`src/rtl/fuzz_round_ctrl.sv`:
```
// Per-round fuzz sequencer: testcase reload, DUT reset hold, watched run, then PASS/TIMEOUT report.
// Outputs are state-decoded or registered; the result holds until res_ready, and interrupt also tracks live cov.
module fuzz_round_ctrl #(
  parameter int unsigned     COV_W          = 30,
  parameter int unsigned     COV_SHIFT      = 19,
  parameter longint unsigned MAX_WAIT_CYCLE = 1000,
  parameter longint unsigned WATCHDOG       = 50000,
  parameter longint unsigned MAX_CYCLES     = 2000000000,
  parameter int unsigned     RESET_HOLD     = 4
) (
  input  logic             clock,
  input  logic             reset,
  input  logic             start,
  input  logic             loop,
  output logic             load_req,
  input  logic             load_ack,
  output logic             dut_reset,
  input  logic [63:0]      tohost,
  input  logic [COV_W-1:0] cov,
  output logic             interrupt,
  output logic             res_valid,
  input  logic             res_ready,
  output logic [7:0]       res_code,
  output logic [63:0]      res_cycles,
  output logic             busy
);
  typedef enum logic [2:0] {S_IDLE, S_LOAD, S_HOLD, S_RUN, S_REPORT} state_t;

  localparam logic [7:0]  CODE_PASS    = 8'd1;
  localparam logic [7:0]  CODE_TIMEOUT = 8'd5;
  localparam logic [31:0] HOLD_LAST    = 32'(RESET_HOLD - 1);

  state_t             r_state;
  state_t             w_next;
  logic [31:0]        r_hold;
  logic [63:0]        r_cyc;
  logic [63:0]        r_stall;
  logic [63:0]        r_wdog;
  logic [COV_W-1:0]   r_pre_cov;
  logic [7:0]         r_res_code;
  logic [63:0]        r_res_cycles;
  logic [63:0]        w_thresh;
  logic               w_timeout;
  logic               w_unused_tohost;

  // Only bit 0 of tohost carries the pass flag.
  assign w_unused_tohost = ^tohost[63:1];

  function automatic logic [63:0] sat_inc(input logic [63:0] v);
    return (v == '1) ? v : v + 64'd1;
  endfunction

  // Stall threshold scales with coverage magnitude; kept at 64 bits so it never wraps.
  assign w_thresh  = MAX_WAIT_CYCLE * (64'(cov >> COV_SHIFT) + 64'd1);
  assign w_timeout = (r_cyc > MAX_CYCLES);

  always_comb begin
    w_next = r_state;
    case (r_state)
      S_IDLE:   if (start)                w_next = S_LOAD;
      S_LOAD:   if (load_ack)             w_next = S_HOLD;
      S_HOLD:   if (r_hold == HOLD_LAST)  w_next = S_RUN;
      S_RUN:    if (tohost[0] || w_timeout) w_next = S_REPORT;
      S_REPORT: if (res_ready)            w_next = loop ? S_LOAD : S_IDLE;
      default:                            w_next = S_IDLE;
    endcase
  end

  always_ff @(posedge clock) begin
    if (!reset) r_state <= S_IDLE;
    else        r_state <= w_next;
  end

  always_ff @(posedge clock) begin
    if (!reset) begin
      r_hold       <= '0;
      r_cyc        <= '0;
      r_stall      <= '0;
      r_wdog       <= '0;
      r_pre_cov    <= '0;
      r_res_code   <= '0;
      r_res_cycles <= '0;
    end else begin
      case (r_state)
        S_LOAD: begin
          if (load_ack) begin
            r_hold    <= '0;
            r_cyc     <= '0;
            r_stall   <= '0;
            r_wdog    <= '0;
            r_pre_cov <= '0;
          end
        end
        S_HOLD: r_hold <= r_hold + 32'd1;
        S_RUN: begin
          r_cyc  <= sat_inc(r_cyc);
          r_wdog <= sat_inc(r_wdog);
          if (cov != r_pre_cov) begin
            r_stall   <= '0;
            r_pre_cov <= cov;
          end else begin
            r_stall <= sat_inc(r_stall);
          end
          // Reported count is the pre-increment value: a pass on the first RUN edge reports 0.
          if (tohost[0]) begin
            r_res_code   <= CODE_PASS;
            r_res_cycles <= r_cyc;
          end else if (w_timeout) begin
            r_res_code   <= CODE_TIMEOUT;
            r_res_cycles <= r_cyc;
          end
        end
        default: ;
      endcase
    end
  end

  assign load_req   = (r_state == S_LOAD);
  assign dut_reset  = (r_state != S_RUN);
  assign res_valid  = (r_state == S_REPORT);
  assign busy       = (r_state != S_IDLE);
  assign interrupt  = (r_state == S_RUN) && ((r_stall >= w_thresh) || (r_wdog >= WATCHDOG));
  assign res_code   = r_res_code;
  assign res_cycles = r_res_cycles;

endmodule

```
`config.mk`:
```
export PLATFORM = sky130hd
export DESIGN_NAME = fuzz_round_ctrl
export DESIGN_NICKNAME = d
export VERILOG_FILES = /design/src/rtl/fuzz_round_ctrl.sv
export SDC_FILE = /design/constraint.sdc
export NUM_CORES = 1
export LEC_CHECK = 0
export CAP_MARGIN = 0
export CORE_UTILIZATION = 45
export DETAILED_ROUTE_END_ITERATION = 7
export PLACE_DENSITY = 0.65
export SETUP_SLACK_MARGIN = 0.3
export SYNTH_ARGS = -nofsm -noshare
export SYNTH_HDL_FRONTEND = slang
export SYNTH_SLANG_ARGS = --single-unit
```
`constraint.sdc`:
```
create_clock -name clock -period 24.3 [get_ports clock]
set_input_delay 4.86 -clock clock [delete_from_list [all_inputs] [get_ports clock]]
set_output_delay 4.86 -clock clock [all_outputs]
set_load 0.05 [all_outputs]
```
==> out/qor.csv <==
stage,metric,value,unit
power_and_ir_drop,pwr dens,73.1,nW/µm²
clock_network,Root Driver,clkbuf_16,
worst_setup_path,CP startpoint kind,input port,
drt,number of routed nets with antenna violations,0,
drt,final WL,44900,µm
power_and_ir_drop,leakage power total,7.37,nW
power_and_ir_drop,Pint,0.00102,W
timing,setup_tns,0,ns
worst_setup_path,Worst setup EP type,output pin,
power_and_ir_drop,Peak VDD IR,0.0000482,V
yosys,post-synthesis average cell area,8.33,µm²
clock_network,post-cts resize count,0,
drt,First-pass DRT Iterations,5,
layout,layout cell share with drive strength beyond 1,5.00,%
clock_network,Clock Sinks,323,
layout,diode count,0,
yosys,top post-synthesis cells by area,"dfxtp_1 (36%), xnor2_1 (5.3%), xor2_1 (5.2%), ha_1 (4.7%), nor2_1 (4.7%)",
worst_setup_path,cells on worst reg2reg path,9,
layout,# nets final,2414,
power_and_ir_drop,Psw,0.000483,W
drt,1st-iter DRT viols,1163,
timing,final period utilization,72.8,%
worst_setup_path,crit path kind,input port to output pin,
yosys,register area share after synthesis,35.9,%
layout,Synth-to-Final Area Change,14.2,%
yosys,proportion of netlist area held by the largest area contributor,35.9,%
power_and_ir_drop,Gate power share,28.0,%
yosys,"FF+latch count, synth",323,
drt,vias per cell,5.67,
clock_network,htree depth,2,
clock_network,Post-CTS Setup Repair Bufs,0,
global_route,pin count of the biggest net entering global routing,89,
yosys,number of enable flip-flop cells after synthesis,0,
clock_network,Longest Clk Path Bufs,3,
status,status,"complete, no violations",
clock_network,insertion delay of the later-clocked pin in the worst-skew pair,0.54,ns
layout,Finished Layout Cells,2758,
floorplan,die height,202,µm
yosys,post-synthesis cell type count,78,
worst_setup_path,Worst Path Arrival,12.84,ns
worst_setup_path,Setup crit end,interrupt,
clock_network,cts bufs inserted,37,
place,Placed Cells,2693,
global_route,Tot GR Track Use,21.8,%
worst_setup_path,r2r endpoint,r_stall[40],
global_route,routing usage on met3,3.21,%
global_route,met2 Usage GRT,36.1,%
floorplan,Horiz. Die Dim,202,µm
yosys,post-synth design cell area,18000,µm²
floorplan,Core Box Area,39100,µm²
clock_network,CTS tree,yes,
floorplan,IO Pins,177,
place,routability cong.,0.868,
floorplan,starting density of the core,46.1,%
worst_setup_path,source of the critical timing path,cov[19],
clock_network,Worst-path clk slew,0.06,ns
run,Max Cap Viol,0,
power_and_ir_drop,Clk pwr share,36.2,%
timing,Slew @ Worst Pin,1.18,ns
worst_setup_path,R2R setup slack,20.65,ns
timing,max_slew headroom,21.1,%
global_route,GR peak layer,met2,
global_route,global route overflow,0,
yosys,most numerous cell in the Yosys netlist,dfxtp_1,
worst_setup_path,critical path required time,19.44,ns
yosys,"Async S/R FF share, synth",0,%
global_route,number of global-route vias before repair,14600,
timing,minimum clock period,17.70,ns
floorplan,DIE AREA,40800,µm²
worst_hold_path,Worst Hold Class,flip-flop to flip-flop,
timing,Final Hold Violating Endpoints,0,
drt,wire per inst,16.3,µm
global_route,initial antenna violation count,0,
timing,FMAX,56.5,MHz
worst_setup_path,CP max FO,11,
power_and_ir_drop,Reg power frac,35.8,%
place,dpl hpwl,31500,µm
yosys,largest area contributor in the netlist,dfxtp_1,
global_route,met1 Track Usage GR,29.6,%
timing,worst-case clock skew,0.0223,ns
timing,"Slew Viols, Final",0,
drt,routed via count,15600,
worst_hold_path,hold path depth,2,
worst_setup_path,Reg-to-Reg Start,r_state[1],
timing,RSZ-0062 raised after global routing,false,
yosys,ys flop type,dfxtp_1,
yosys,Synth Instances,2164,
floorplan,num rows,72,
power_and_ir_drop,switching portion of total power,32.1,%
clock_network,# hold bufs at CTS,0,
global_route,first-pass GRT wire length,74600,µm
yosys,commonest cells in the netlist,"dfxtp_1 (323), nor2_1 (224), nand2_1 (172)",
timing,# setup viols final,0,
layout,Final Util,52.6,%
yosys,Synth warnings,0,
drt,DRC Markers,0,
place,PortBufs,107,
## layout by cell type, fill, tap and decap left out, drive strengths merged, types with 4 or more instances in the layout
cell type and instances:
a21o 8, a21oi 75, a22o 30, a31oi 11, and2 24, and3 45
and4 38, buf 14, clkbuf 51, clkdlybuf4s50 106, clkinv 10, conb 6
dfxtp 323, fa 32, ha 68, inv 98, mux2i 7, nand2 173
nand2b 10, nand3 157, nand3b 4, nand4 87, nor2 224, nor2b 5
nor3 62, nor3b 5, nor4 96, nor4b 5, o211ai 10, o21a 6
o21ai 99, o31a 4, o31ai 20, or2 8, or3 34, or4 17
xnor2 110, xor2 107
## final cells by class
class	count	area [µm²]
Inverter	97	364
Clock buffer	51	1070
Timing Repair Buffer	120	1170
Sequential cell	323	6470
Fill cell	3748	18500
Clock inverter	14	115
Multi-Input combinational cell	1635	10700
Tap cell	518	648
## through the flow
step / hold slack (ns) / worst slack (ns) / total power (W) / instance area [µm²]
2_1_floorplan: 0.455 / 8.56 / 0.000881 / 18000
3_3_place_gp: 0.432 / 6.63 / 0.000966 / 19400
3_5_place_dp: 0.438 / 6.62 / 0.000975 / 19400
4_1_cts: 0.447 / 6.54 / 0.00152 / 20600
5_1_grt: 0.463 / 5.94 / 0.00161 / 20600
6_report: 0.443 / 6.60 / 0.00150 / 20600
## routing by layer
| metal | part of all wire (%) | up-vias |
|---|---|---|
| met2 | 47 | 362 |
| met4 | 2.3 | 0 |
| met3 | 4.9 | 73 |
| met5 | 0 | - |
| met1 | 46 | 7409 |
| li1 | - | 7781 |
## power groups by stage
stage,combinational (W),clock [W],sequential (W)
after detailed placement,0.000425,0,0.000550
after global routing,0.000484,0.000583,0.000539
after global placement,0.000416,0,0.000550
after floorplan,0.000332,0,0.000549
final,0.000421,0.000545,0.000538
after CTS,0.000427,0.000557,0.000538
## how the worst min path moves through the flow
stage                     slack [ns]   startpoint           to
after floorplan                 0.45  r_stall[39]  r_stall[39]
after global placement          0.43  res_code[0]  res_code[0]
after detailed placement        0.44  res_code[0]  res_code[0]
after CTS                       0.45  res_code[0]  res_code[0]
after global routing            0.46  res_code[0]  res_code[0]
final                           0.44  res_code[0]  res_code[0]
## state kept, by name, summed over array words and instances (netlist names)
name and cells:
r_wdog 64, res_code 2, r_hold 32, r_state 3
r_pre_cov 30, r_stall 64, r_cyc 64, res_cycles 64
## kinds of logic after synthesis
kind of cell	count (synthesis)	share of synthesized area [%]
muxes	10	0.576
AOI/OAI and AO/OA	292	10.2
DFF	323	35.9
adders and majority gates	103	8.44
other	1	0.0208
xor gates and xnor gates	217	10.5
buffers and inverters	211	4.81
and+or+nand+nor	1007	29.5
## critical path: stages
cell and delay, ns:
clkdlybuf4s50_1 0.77, nand2_1 0.09, nor2_1 0.24, and2_1 0.20, and4_1 0.21, xor2_1 0.58
inv_1 0.22, fa_1 0.60, inv_1 0.07, fa_1 0.54, fa_1 0.43, ha_1 0.31
ha_1 0.38, a21oi_1 0.15, o21ai_0 0.09, a31oi_1 0.26, o21ai_0 0.23, and4_1 0.24
nor3_1 0.32, ha_1 0.20, nand3_1 0.10, nor3_1 0.32, o2111ai_1 0.17, a21oi_1 0.22
o31a_1 0.21, clkdlybuf4s50_1 0.82
Note: power is estimated with default switching activity, not from simulation.
